<file path="src/rtl/i2s_mic_slave_tx.sv">
// rtl/i2s_mic_slave_tx.sv - I2S slave transmitter emulating an INMP441 microphone
//
// Ports:
//   clk, rst       system clock (>= 8x sck) and asynchronous active-high reset
//   sck, ws        bit clock and word select from the I2S master (async to clk)
//   lr             static slot select: 0 = left (ws=0), 1 = right (ws=1)
//   sample_in      sample word, accepted on sample_valid && sample_ready
//   sample_valid   sample_in is valid
//   sample_ready   holding register empty
//   sd, sd_oe      serial data and its output enable (pin is Z when sd_oe=0)
//   underrun       one-clk pulse when a slot starts with no new sample
//   busy           state machine not idle
module i2s_mic_slave_tx #(
    parameter int w_sample    = 24,
    parameter int sync_stages = 2
) (
    input  logic                clk,
    input  logic                rst,
    input  logic                sck,
    input  logic                ws,
    input  logic                lr,
    input  logic [w_sample-1:0] sample_in,
    input  logic                sample_valid,
    output logic                sample_ready,
    output logic                sd,
    output logic                sd_oe,
    output logic                underrun,
    output logic                busy
);

    localparam int cnt_w = $clog2(w_sample);

    typedef enum logic [1:0] {IDLE, ARMED, SHIFT} state_t;

    state_t                state, state_n;
    logic [sync_stages-1:0] sck_sync, ws_sync;
    logic                  sck_s, ws_s, sck_d;
    logic                  sck_rise, sck_fall;
    logic                  ws_r, ws_p;
    logic                  slot_start, slot_match, accept;

    logic [w_sample-1:0]   hold, hold_n, last, last_n, shift, shift_n, load_word;
    logic                  hold_full, hold_full_n;
    logic [cnt_w-1:0]      bit_cnt, bit_cnt_n;
    logic                  sd_n, sd_oe_n, underrun_n;

    assign sck_s    = sck_sync[sync_stages-1];
    assign ws_s     = ws_sync[sync_stages-1];
    assign sck_rise = sck_s & ~sck_d;
    assign sck_fall = ~sck_s & sck_d;

    // A slot starts when the ws value about to be captured differs from the
    // one captured at the previous rising edge (i.e. new ws_r != new ws_p).
    assign slot_start = sck_rise && (ws_s != ws_r);
    assign slot_match = (ws_s == lr);

    assign sample_ready = ~hold_full;
    assign accept       = sample_valid & sample_ready;
    assign busy         = (state != IDLE);

    always_ff @(posedge clk or posedge rst) begin
        if (rst) begin
            sck_sync <= '0;
            ws_sync  <= '0;
            sck_d    <= 1'b0;
            ws_r     <= 1'b0;
            ws_p     <= 1'b0;
        end else begin
            sck_sync <= {sck_sync[sync_stages-2:0], sck};
            ws_sync  <= {ws_sync[sync_stages-2:0], ws};
            sck_d    <= sck_s;
            if (sck_rise) begin
                ws_r <= ws_s;
                ws_p <= ws_r;
            end
        end
    end

    always_comb begin
        state_n     = state;
        sd_n        = sd;
        sd_oe_n     = sd_oe;
        shift_n     = shift;
        bit_cnt_n   = bit_cnt;
        hold_n      = hold;
        hold_full_n = hold_full;
        last_n      = last;
        underrun_n  = 1'b0;
        load_word   = last;

        if (accept) begin
            hold_n      = sample_in;
            hold_full_n = 1'b1;
        end

        case (state)
            IDLE: begin
                if (slot_start && slot_match) begin
                    state_n = ARMED;
                end
                if (sck_fall) begin
                    sd_oe_n = 1'b0;
                    sd_n    = 1'b0;
                end
            end
            ARMED, SHIFT: begin
                if (slot_start) begin
                    // Short slot or re-armed before load: re-evaluate the new slot.
                    state_n = slot_match ? ARMED : IDLE;
                end else if (sck_fall && state == ARMED) begin
                    if (hold_full) begin
                        load_word   = hold;
                        hold_full_n = 1'b0;
                    end else if (sample_valid) begin
                        // Bypass: the accepted beat goes straight to the shifter.
                        load_word   = sample_in;
                        hold_n      = hold;
                        hold_full_n = 1'b0;
                    end else begin
                        load_word  = last;
                        underrun_n = 1'b1;
                    end
                    shift_n   = load_word;
                    last_n    = load_word;
                    sd_n      = load_word[w_sample-1];
                    sd_oe_n   = 1'b1;
                    bit_cnt_n = cnt_w'(w_sample - 1);
                    state_n   = SHIFT;
                end else if (sck_fall) begin
                    if (bit_cnt != '0) begin
                        shift_n   = shift << 1;
                        sd_n      = shift[w_sample-2];
                        bit_cnt_n = bit_cnt - cnt_w'(1);
                    end else begin
                        sd_oe_n = 1'b0;
                        sd_n    = 1'b0;
                        state_n = IDLE;
                    end
                end
            end
            default: state_n = IDLE;
        endcase
    end

    always_ff @(posedge clk or posedge rst) begin
        if (rst) begin
            state     <= IDLE;
            sd        <= 1'b0;
            sd_oe     <= 1'b0;
            underrun  <= 1'b0;
            hold      <= '0;
            hold_full <= 1'b0;
            last      <= '0;
            shift     <= '0;
            bit_cnt   <= '0;
        end else begin
            state     <= state_n;
            sd        <= sd_n;
            sd_oe     <= sd_oe_n;
            underrun  <= underrun_n;
            hold      <= hold_n;
            hold_full <= hold_full_n;
            last      <= last_n;
            shift     <= shift_n;
            bit_cnt   <= bit_cnt_n;
        end
    end

endmodule

</file>
<file path="config.mk">
export PLATFORM = sky130hd
export DESIGN_NAME = i2s_mic_slave_tx
export DESIGN_NICKNAME = d
export VERILOG_FILES = /design/src/rtl/i2s_mic_slave_tx.sv
export SDC_FILE = /design/constraint.sdc
export NUM_CORES = 1
export LEC_CHECK = 0
export CAP_MARGIN = 40
export CELL_PAD_IN_SITES_DETAIL_PLACEMENT = 1
export CELL_PAD_IN_SITES_GLOBAL_PLACEMENT = 1
export CORE_MARGIN = 2
export CORE_UTILIZATION = 40
export CTS_BUF_LIST = sky130_fd_sc_hd__clkbuf_16
export DETAILED_ROUTE_END_ITERATION = 7
export PLACE_DENSITY = 0.69
export SETUP_SLACK_MARGIN = 0.2
export SLEW_MARGIN = 30
export SYNTH_ARGS = -nofsm -noshare
export SYNTH_HDL_FRONTEND = slang
export SYNTH_SLANG_ARGS = --single-unit
</file>
<file path="constraint.sdc">
create_clock -name clk -period 3.2 [get_ports clk]
set_input_delay 0.64 -clock clk [delete_from_list [all_inputs] [get_ports clk]]
set_output_delay 0.64 -clock clk [all_outputs]
set_load 0.02 [all_outputs]
</file>
==> flow_summary.toml <==
[sta]
setup_ws_ns = 0.7736
skew_ns = 0.01191
slew_violations = 0
timing_hold_violations_final = 0
max_freq_ghz = 0.4121
tightestPinTransition_ns = 0.7584
tns_ns = 0
relSlewSlack_pct = 49.25
finalWorstPathRequiredPeriod_ns = 2.426
fin_crit_sh_pct = 75.83
finalSetupViolCount = 0
rsz0062_at_grt = "no"

[global_routing]
grt.met2_usage_pct = 27.62
antenna_found_initial = 0
met1_usage_pct = 21.54
grt_pass1_vias = 2981
grt.busiest_layer = "met2"
grt_overflow = 0
grt_max_degree = 49
grt_pass1_wl_microns = 14920
gr-usage-all-layers_pct = 16.54
grt_use_met3_pct = 3.087

[worst_setup_path]
setup.worst_path.end_class = "register"
rr_endpoint = "shift[10]$_DFFE_PP0P_"
cp_data_arrival_time_ns = 2.69
ff2ff_setup_slack_ns = 0.77
worst_r2r_startpoint = "bit_cnt[1]$_DFFE_PP0P_"
worstPathRequired_ns = 3.46
cp_max_fo = 27
cp-start-kind = "register"
criticalPathCategory = "reg2reg"
ff2ff_path_depth = 7

[min_path]
worstHoldStart = "sck_sync[0]$_DFF_PP0_"
hp-class = "reg2reg"
whs_endpoint = "sck_sync[1]$_DFF_PP0_"
holdPathStages = 0

[drt]
drtIter0Drc = 62
routed_via_density = 5.249
drc_errors = 0
vias = 2787
wire_per_inst_microns = 16.29
drt-pass1-iter-count = 4
routed_wl_microns = 8649
ant_nets = 0

[cells_and_area]
regArea_sq_mm = 0.002202
utilization_pct = 47.85
areaGrowthSynthToFinish_pct = 16.10
multiInputGateArea_sq_mm = 0.001871
n_antenna_cell = 0
fin_nets = 424
drive_gt1_share_pct = 24.30
fill_cells = 1124

[power]
switching_share_pct = 33.02
ir_drop_mv = 0.2851
power_per_cell_area_mw_per_mm2 = 828.8
p_int_uw = 2755
power.switching_uw = 1358
power_frac_clock_pct = 24.1
p_comb_share_pct = 30.8
fin_total_pwr_uw = 4113
seq_power_share_pct = 45.2
leakagePower_uw = 0.002157

[placed_design]
port_buffers = 34
dp_slack_ns = 0.7685
dpl.hpwl_microns = 5685
place_congestion = 0.7378

[yosys]
syn-cell-area_sq_mm = 0.004274
synth_flop_cell = "dfrtp_1"
synth_cell_type_count = 34
synth_edf_count = 0
ys_async_sr_fraction_pct = 100.0
syn_inst = 360
yosys_warnings = 0
synthTopCellsByCount = "dfrtp_1 (88), nand2_1 (57), mux2_2 (48), mux2i_1 (48), o21ai_0 (32)"
yosysMostFrequentCell = "dfrtp_1"
avgSynthCellArea_sq_um = 11.87
syn-num-nets = 394
synth_area_leaders = "dfrtp_1 (52%), mux2_2 (13%), mux2i_1 (11%), nand2_1 (5.0%), o21ai_0 (3.7%)"
yosysTopAreaCellShare_pct = 51.52
synth_seq_area_share_pct = 51.52
ys_seq_elements = 88
synth_top_area_cell = "dfrtp_1"

[clock_tree]
cts_tree = "done"
postCtsHoldBufs = 0
cts_made_buffers = 9
clk_pin_slew_ns = 0.06
cts-root-buf = "clkbuf_16"
cts_buffer_depth = 2
cts.sinks = 88
htreeDepth = 3
clock_latency_ns = 0.34
post_cts_resized = 0
cts_setup_buffers = 0

[floorplan]
core_area_sq_mm = 0.01037
rows = 37
start_util_pct = 41.22
dieArea_sq_mm = 0.01153
die_w_microns = 107.4
die_h_microns = 107.4
boundaryPins = 35

[status]
status = "finished clean"

[run]
drv_cap = 0
placed cells by master (no fill, tap or decap), types with 2 or more instances in the layout:
cell type,instances
and3b_1,3
mux2i_1,48
clkinv_4,2
nor2_1,3
dfrtp_1,88
nor3_1,3
nand2_1,57
clkdlybuf4s50_1,33
a21o_1,2
clkinv_2,2
inv_1,7
clkinvlp_4,2
clkbuf_16,9
ha_1,4
inv_6,2
o21ai_2,18
nor2b_1,3
mux2_2,48
xor2_1,2
buf_4,7
o21ai_0,32
a21oi_1,2
o2111ai_1,2
power groups by stage:
stage / clock network, uW / logic [uW] / registers [uW]
5_1_grt: 1070 / 1450 / 1930
2_1_floorplan: 0 / 1010 / 1810
6_report: 989 / 1260 / 1860
3_5_place_dp: 0 / 1280 / 1880
3_3_place_gp: 0 / 1210 / 1850
4_1_cts: 1010 / 1300 / 1860
per-layer routing:
| metal | share of wire (%) | vias up |
|---|---|---|
| met5 | 0 | - |
| met4 | 1.5 | 0 |
| met3 | 2.8 | 11 |
| met2 | 50 | 35 |
| met1 | 46 | 1411 |
| li1 | - | 1330 |
flip-flops by register name (all words and copies together) (netlist names):
signal,count
hold,24
last,24
shift,23
bit_cnt,5
sck_sync,2
state,2
ws_sync,2
hold_full,1
sck_d,1
sd,1
sd_oe,1
underrun,1
ws_r,1
through the flow:
stage,instance area [sq um],hold slack [ns],cells
after floorplan,4274,0.3312,360
after global placement,4682,0.3323,515
after detailed placement,4682,0.3364,515
after CTS,4962,0.3511,531
after global routing,4962,0.3719,531
final,4962,0.3488,531
critical path: stages (launching register included):
cell     delay (ns)
dfrtp_1        0.40
inv_1          0.07
ha_1           0.23
or4b_4         0.54
o21ai_4        0.62
buf_4          0.33
nand2_1        0.09
o21ai_2        0.05
worst max path at each step:
stage / slack [ns] / end / cells past startpoint / startpoint
after global routing: 0.56 / shift[9]$_DFFE_PP0P_ / 7 / bit_cnt[0]$_DFFE_PP0P_
after CTS: 0.73 / hold[20]$_DFFE_PP0P_ / 6 / state[1]$_DFFE_PP0P_
final: 0.77 / shift[10]$_DFFE_PP0P_ / 7 / bit_cnt[1]$_DFFE_PP0P_
after detailed placement: 0.77 / hold[14]$_DFFE_PP0P_ / 6 / state[1]$_DFFE_PP0P_
after floorplan: 0.28 / bit_cnt[0]$_DFFE_PP0P_ / 1 / rst
after global placement: 0.82 / shift[8]$_DFFE_PP0P_ / 7 / bit_cnt[0]$_DFFE_PP0P_
layout make-up:
class / instances / area share [%]
well taps: 136 / 3.429
clock inverters: 7 / 1.109
multi-input cells: 241 / 37.70
flip-flops and latches: 88 / 44.38
clock buffers: 9 / 4.539
inverters: 8 / 0.6304
repair buffers: 42 / 8.220
kinds of logic (layout without fill, tap and decap cells):
| kind of cell | after synthesis | count (layout) | share of synthesized area (%) |
|---|---|---|---|
| AO/OA/AOI/OAI | 64 | 64 | 10.13 |
| XOR/XNOR | 2 | 2 | 0.4099 |
| adder cells (fa/ha/maj) | 4 | 4 | 1.171 |
| buffers and inverters | 31 | 66 | 4.713 |
| flip-flops | 88 | 88 | 51.52 |
| multiplexers | 96 | 96 | 23.89 |
| AND/OR/NAND/NOR | 75 | 75 | 8.168 |
Power figures use the tool's default switching activity.
